### src/rtl/uart_rcv.sv
// 8N1 UART receiver: 2-flop RX synchronizer, mid-bit sampling, rdy/clr_rdy handshake.
// Optional UART_FRAMING_ERR_EN adds a framing_err output that flags a low stop bit.
module uart_rcv #(
  parameter int BAUD_CNT = 2604
) (
  input  logic       clk,
  input  logic       rst,
  input  logic       RX,
  input  logic       clr_rdy,
  output logic       rdy,
  output logic [7:0] rx_data
`ifdef UART_FRAMING_ERR_EN
  ,
  output logic       framing_err
`endif
);

  localparam int CW = $clog2(BAUD_CNT + 1);
  localparam logic [CW-1:0] HALF = CW'(BAUD_CNT >> 1);
  localparam logic [CW-1:0] FULL = CW'(BAUD_CNT);

  typedef enum logic [1:0] {
    IDLE,
    RECV,
    DONE
  } state_t;

  state_t          state;
  state_t          state_nx;
  logic            rx_meta;
  logic            rx_s;
  logic [CW-1:0]   baud_cnt;
  logic [3:0]      bit_cnt;
  logic [8:0]      shreg;
  logic            start;
  logic            tick;
  logic            done;

  // Preset to idle level so reset release never looks like a start bit
  always_ff @(posedge clk or posedge rst) begin
    if (rst) begin
      rx_meta <= 1'b1;
      rx_s    <= 1'b1;
    end else begin
      rx_meta <= RX;
      rx_s    <= rx_meta;
    end
  end

  always_ff @(posedge clk or posedge rst) begin
    if (rst) state <= IDLE;
    else     state <= state_nx;
  end

  always_comb begin
    state_nx = state;
    unique case (state)
      IDLE: if (!rx_s) state_nx = RECV;
      RECV: begin
        if (tick) begin
          if (bit_cnt == 4'd0 && rx_s) state_nx = IDLE;
          else if (bit_cnt == 4'd9)    state_nx = DONE;
        end
      end
      DONE:    state_nx = IDLE;
      default: state_nx = IDLE;
    endcase
  end

  always_comb begin
    start = 1'b0;
    tick  = 1'b0;
    done  = 1'b0;
    unique case (state)
      IDLE:    start = !rx_s;
      RECV:    tick  = (baud_cnt == '0);
      DONE:    done  = 1'b1;
      default: ;
    endcase
  end

  always_ff @(posedge clk or posedge rst) begin
    if (rst) begin
      baud_cnt <= '0;
      bit_cnt  <= '0;
      shreg    <= '0;
    end else if (start) begin
      baud_cnt <= HALF;
      bit_cnt  <= '0;
    end else if (tick) begin
      baud_cnt <= FULL;
      bit_cnt  <= bit_cnt + 4'd1;
      shreg    <= {rx_s, shreg[8:1]};
    end else if (state == RECV) begin
      baud_cnt <= baud_cnt - 1'b1;
    end
  end

  // Start bit has been shifted out; shreg[8] holds stop, [7:0] the data
  always_ff @(posedge clk or posedge rst) begin
    if (rst) begin
      rdy     <= 1'b0;
      rx_data <= 8'h00;
    end else begin
      if (done) begin
        rdy     <= 1'b1;
        rx_data <= shreg[7:0];
      end else if (start || clr_rdy) begin
        rdy     <= 1'b0;
      end
    end
  end

`ifdef UART_FRAMING_ERR_EN
  always_ff @(posedge clk or posedge rst) begin
    if (rst)       framing_err <= 1'b0;
    else if (done) framing_err <= ~shreg[8];
  end
`endif

endmodule

### config.mk
export PLATFORM = sky130hd
export DESIGN_NAME = uart_rcv
export DESIGN_NICKNAME = d
export VERILOG_FILES = /design/src/rtl/uart_rcv.sv
export SDC_FILE = /design/constraint.sdc
export NUM_CORES = 1
export LEC_CHECK = 0
export ABC_CLOCK_PERIOD_IN_PS = 2050
export CAP_MARGIN = 10
export CORE_ASPECT_RATIO = 1.75
export CORE_MARGIN = 1.5
export CORE_UTILIZATION = 30
export DETAILED_ROUTE_END_ITERATION = 7
export PLACE_DENSITY_LB_ADDON = 0.15
export SYNTH_ARGS = -nofsm -noshare
export SYNTH_HDL_FRONTEND = slang
export SYNTH_SLANG_ARGS = --single-unit
### constraint.sdc
create_clock -name clk -period 2.05 [get_ports clk]
set_clock_uncertainty 0.05 [all_clocks]
set_input_delay 0.205 -clock clk [delete_from_list [all_inputs] [get_ports clk]]
set_output_delay 0.205 -clock clk [all_outputs]
set_load 0.05 [all_outputs]
# After elaboration in Yosys (flattened, before gate mapping)
# Cells that the tools add are included.
# word_totals
reg_bits,38
latchBits,0
ramBits,0
romBits,0
mem_count,0
# op_classes
addsub,2
multipliers,0
div,0
order_cmp,0
eq_ne,6
n_shift,0
mux,15
bitwise_logic,1
reduce_logical,11
# op_table
operator,count
12-bit two-way mux,3
12-bit logical NOT,1
12-bit by 1-bit subtractor with 12-bit output (second input constant),1
2-bit two-way mux,4
4-bit two-way mux,2
1-bit two-way mux,5
4-bit by 1-bit adder with 4-bit output (second input constant),1
4-bit == test (second input constant),1
4-bit logical NOT,1
2-bit != test (second input constant),2
2-bit one-hot mux with 2 select lines,1
2-bit nonzero test,2
3-bit != test (second input constant),1
3-bit AND reduction,1
3-bit nonzero test,1
2-bit by 1-bit == test with 1-bit output (second input constant),1
2-bit == test (second input constant),1
2-bit logical NOT,1
2-bit AND reduction,1
1-bit logical AND,1
1-bit logical NOT,1
1-bit logical OR,1
1-bit NOT,1

# Logic depth before layout (Yosys ltp)
# logic_depth
ltp_word,5
mapped_depth,7
ltp_nobuf,7

# Least setup slack after synthesis
# OpenSTA, ideal clock, no wires.
# synth_path
path_kind,reg2reg
start,register baud_cnt[7]
end,register shreg[2]
setup_ns,0.127
t_arrival_ns,1.541
required_time_ns,1.873
setup_slack_ns,0.331
path_stages_with_launch,6
path_cell_list,dfrtp_1 nor4_4 nand3_4 nor2_8 buf_8 mux2_1
# synth_via
elab_chain_cells,3
# synth_lines
item,line_no,text
from (decl),32,logic [CW-1:0] baud_cnt;
from (signal assigned),95,baud_cnt <= baud_cnt - 1'b1;
12-bit logical NOT,76,RECV: tick = (baud_cnt == '0);
1-bit two-way mux,74,unique case (state)
2-bit AND reduction (no line),--,
to (signal assigned),93,"shreg <= {rx_s, shreg[8:1]};"
to (decl),34,logic [8:0] shreg;
# No other way between the ends.
# A chain may end at the register's enable or synchronous reset.

# Worst setup path after layout
# layout_path
start,register baud_cnt[7]
end,register shreg[5]
# Same word-level chain as after synthesis.

==> flow_summary.ini <==
[outcome]
status = complete, no violations

[hold_path]
min_path_type = input port to asynchronous set/reset pin

[route]
drc = 0
wl_mm = 3.70
vias = 1203
first_iter_violations = 20
dr.pass1.iters = 4
avgViaCountPerCell = 4.72
wl_per_cell_um = 14.5
antenna_left = 0

[power_and_ir_drop]
power.internal_uw = 999
p_sw_frac = 0.223
power.switching_uw = 287
clock_power_share = 0.395
sequentialPowerShare = 0.588
power.leakage_uw = 0.000926
pwr_density_cell_mw_per_mm2 = 611
pwr-share-comb = 0.018
ir_drop_v = 0.000481
totalPowerFinal_uw = 1290

[cells_and_area]
syn2layout_area_growth_pct = 16.3
antenna_cells = 0
fin_nets = 185
fillers = 647
drive_gt1_frac = 0.209
regArea_um2 = 953
multi_input_area_um2 = 793

[setup_path]
cp.arrival_ns = 1.98
crit_path_max_fanout = 16
worst-r2r-setup-slack_ns = 0.19
cp.required_ns = 2.17
regToRegStartpoint = baud_cnt[7]
crit_type = flip-flop to flip-flop
ff2ff_path_depth = 4
start_kind = flip-flop
setup.worst_path.end_class = flip-flop
r2r-end = shreg[5]

[synth]
syn_inst = 159
syn_avg_cell_area_um2 = 11.4
synthTopCellsByArea = dfrtp_1 50%, mux2_2 8.7%, ha_1 3.5%
synth_async_sr_flop_share = 1.00
synth_common_cells = 36 x dfrtp_1, 14 x mux2_2, 13 x nor2_1
synth_warnings = 0
synth_nets = 168
synth-seq-cells = 38
ys_types = 40
synth_top_cell_by_area = dfrtp_1
synth_ff_type = dfrtp_1
synth_edf_count = 0
ys_seq_area_frac = 0.527
netlist_area_mm2 = 0.00181
yosys.cell_count.top_type = dfrtp_1
synth_top_area_share = 0.498

[global_route]
grt_overflow = 0
grt_use_met1 = 0.142
grtUsageTotal = 0.131
grt_max_degree = 39
grtUsageMet2 = 0.230
grt_pass1_vias = 1338
antenna_found_initial = 0
use_met3 = 0.0258
grt_pass1_wl_mm = 6.33
gr-max-usage-layer = met2

[clocking]
cts_tree = done
cts-hold-fix-buffers = 0
cts.repair.resized = 0
insertion_delay_ns = 0.28
path_clk_slew_ns = 0.08
cts-buffers-inserted = 5
htreeDepth = 2
cts.sinks = 38
root_buffer = clkbuf_8
cts_setup_buffers = 0
cts_max_path_buffers = 2

[place]
portBuffers = 12
dp_hpwl_mm = 2.70
place.gp.congestion = 0.768

[sta]
min_period_ns = 1.86
min_period_over_period = 0.908
timing.setup.tns_ns = 0
fmax_ghz = 0.537
rsz0062_at_grt = no
setup_viol = 0
worst_pin_slew_ns = 0.577
slew-limit-headroom = 0.605
slew_violations = 0
hold_violations = 0

[floorplanning]
rows = 37
pin_count = 13
coreArea_mm2 = 0.00583
die-area_mm2 = 0.00652
die_w_um = 61.7
die_y_um = 106
start_util = 0.310

[job]
drv_cap = 0
## worst max-delay path, cell delays in order (launching register included)
cell and delay, ns:
dfrtp_1 0.42, nor4_4 0.42, nand3_4 0.20, nor2_8 0.29, mux2_2 0.38
## power groups by stage
| stage | Combinational, uW | Sequential, uW | Clock [uW] |
|---|---|---|---|
| after floorplan | 12.7 | 769 | 0 |
| after global placement | 24.3 | 770 | 0 |
| after detailed placement | 24.6 | 770 | 0 |
| after CTS | 24.7 | 755 | 534 |
| after global routing | 27.4 | 756 | 557 |
| final | 23.0 | 756 | 507 |
## layout make-up
type / instances / area share
inverter: 7 / 0.0125
clock inverter: 3 / 0.0101
multi-input combinational: 109 / 0.377
timing repair buffer: 15 / 0.0678
sequential: 38 / 0.453
clock buffer: 5 / 0.0327
tap: 78 / 0.0464
## registers in the layout, indices dropped and copies added (netlist names)
register,cells
rx_s,1
baud_cnt,12
state,2
bit_cnt,4
rx_data,8
shreg,9
rdy,1
rx_meta,1
## through the flow
stage | util | instance area, um2 | setup slack [ns] | cells | hold slack [ns]
final | 0.361 | 2100 | 0.189 | 255 | 0.271
after global routing | 0.361 | 2100 | 0.0710 | 255 | 0.277
after CTS | 0.361 | 2100 | 0.164 | 255 | 0.279
after detailed placement | 0.345 | 2010 | 0.175 | 247 | 0.300
after global placement | 0.345 | 2010 | 0.217 | 247 | 0.297
after floorplan | - | 1810 | 0.331 | 159 | 0.159
## layer usage
metal,vias up,wire length [um]
met5,-,0
met4,0,129
met3,10,110
met2,26,2100
met1,583,1370
li1,584,-
## placed cells by master (no fill, tap or decap), types with 5 or more instances in the layout
| cell type | count |
|---|---|
| nand3_1 | 5 |
| dfrtp_1 | 36 |
| o21ai_0 | 7 |
| mux2_2 | 14 |
| clkbuf_8 | 5 |
| ha_1 | 5 |
| nor2_1 | 13 |
| a21oi_1 | 8 |
| inv_1 | 7 |
| clkdlybuf4s50_1 | 12 |
| nand2_1 | 11 |
| nor3_1 | 10 |
## cells by family after synthesis
kind of cell	after synthesis	share of synthesized area
multiplexers	17	0.106
AO/OA/AOI/OAI	25	0.0851
flip-flops	38	0.527
buffers and inverters	12	0.0339
adder cells (fa/ha/maj)	5	0.0346
AND/OR/NAND/NOR	55	0.179
XOR/XNOR	7	0.0339
## worst max path at each step
| stage | startpoint | end | cells past startpoint |
|---|---|---|---|
| 6_report | baud_cnt[7] | shreg[5] | 4 |
| 5_1_grt | baud_cnt[6] | shreg[5] | 4 |
| 4_1_cts | baud_cnt[7] | shreg[5] | 4 |
| 3_5_place_dp | baud_cnt[7] | shreg[5] | 4 |
| 3_3_place_gp | baud_cnt[7] | shreg[0] | 4 |
| 2_1_floorplan | baud_cnt[7] | shreg[2] | 5 |
No activity file was read; power rests on OpenSTA's default activity.
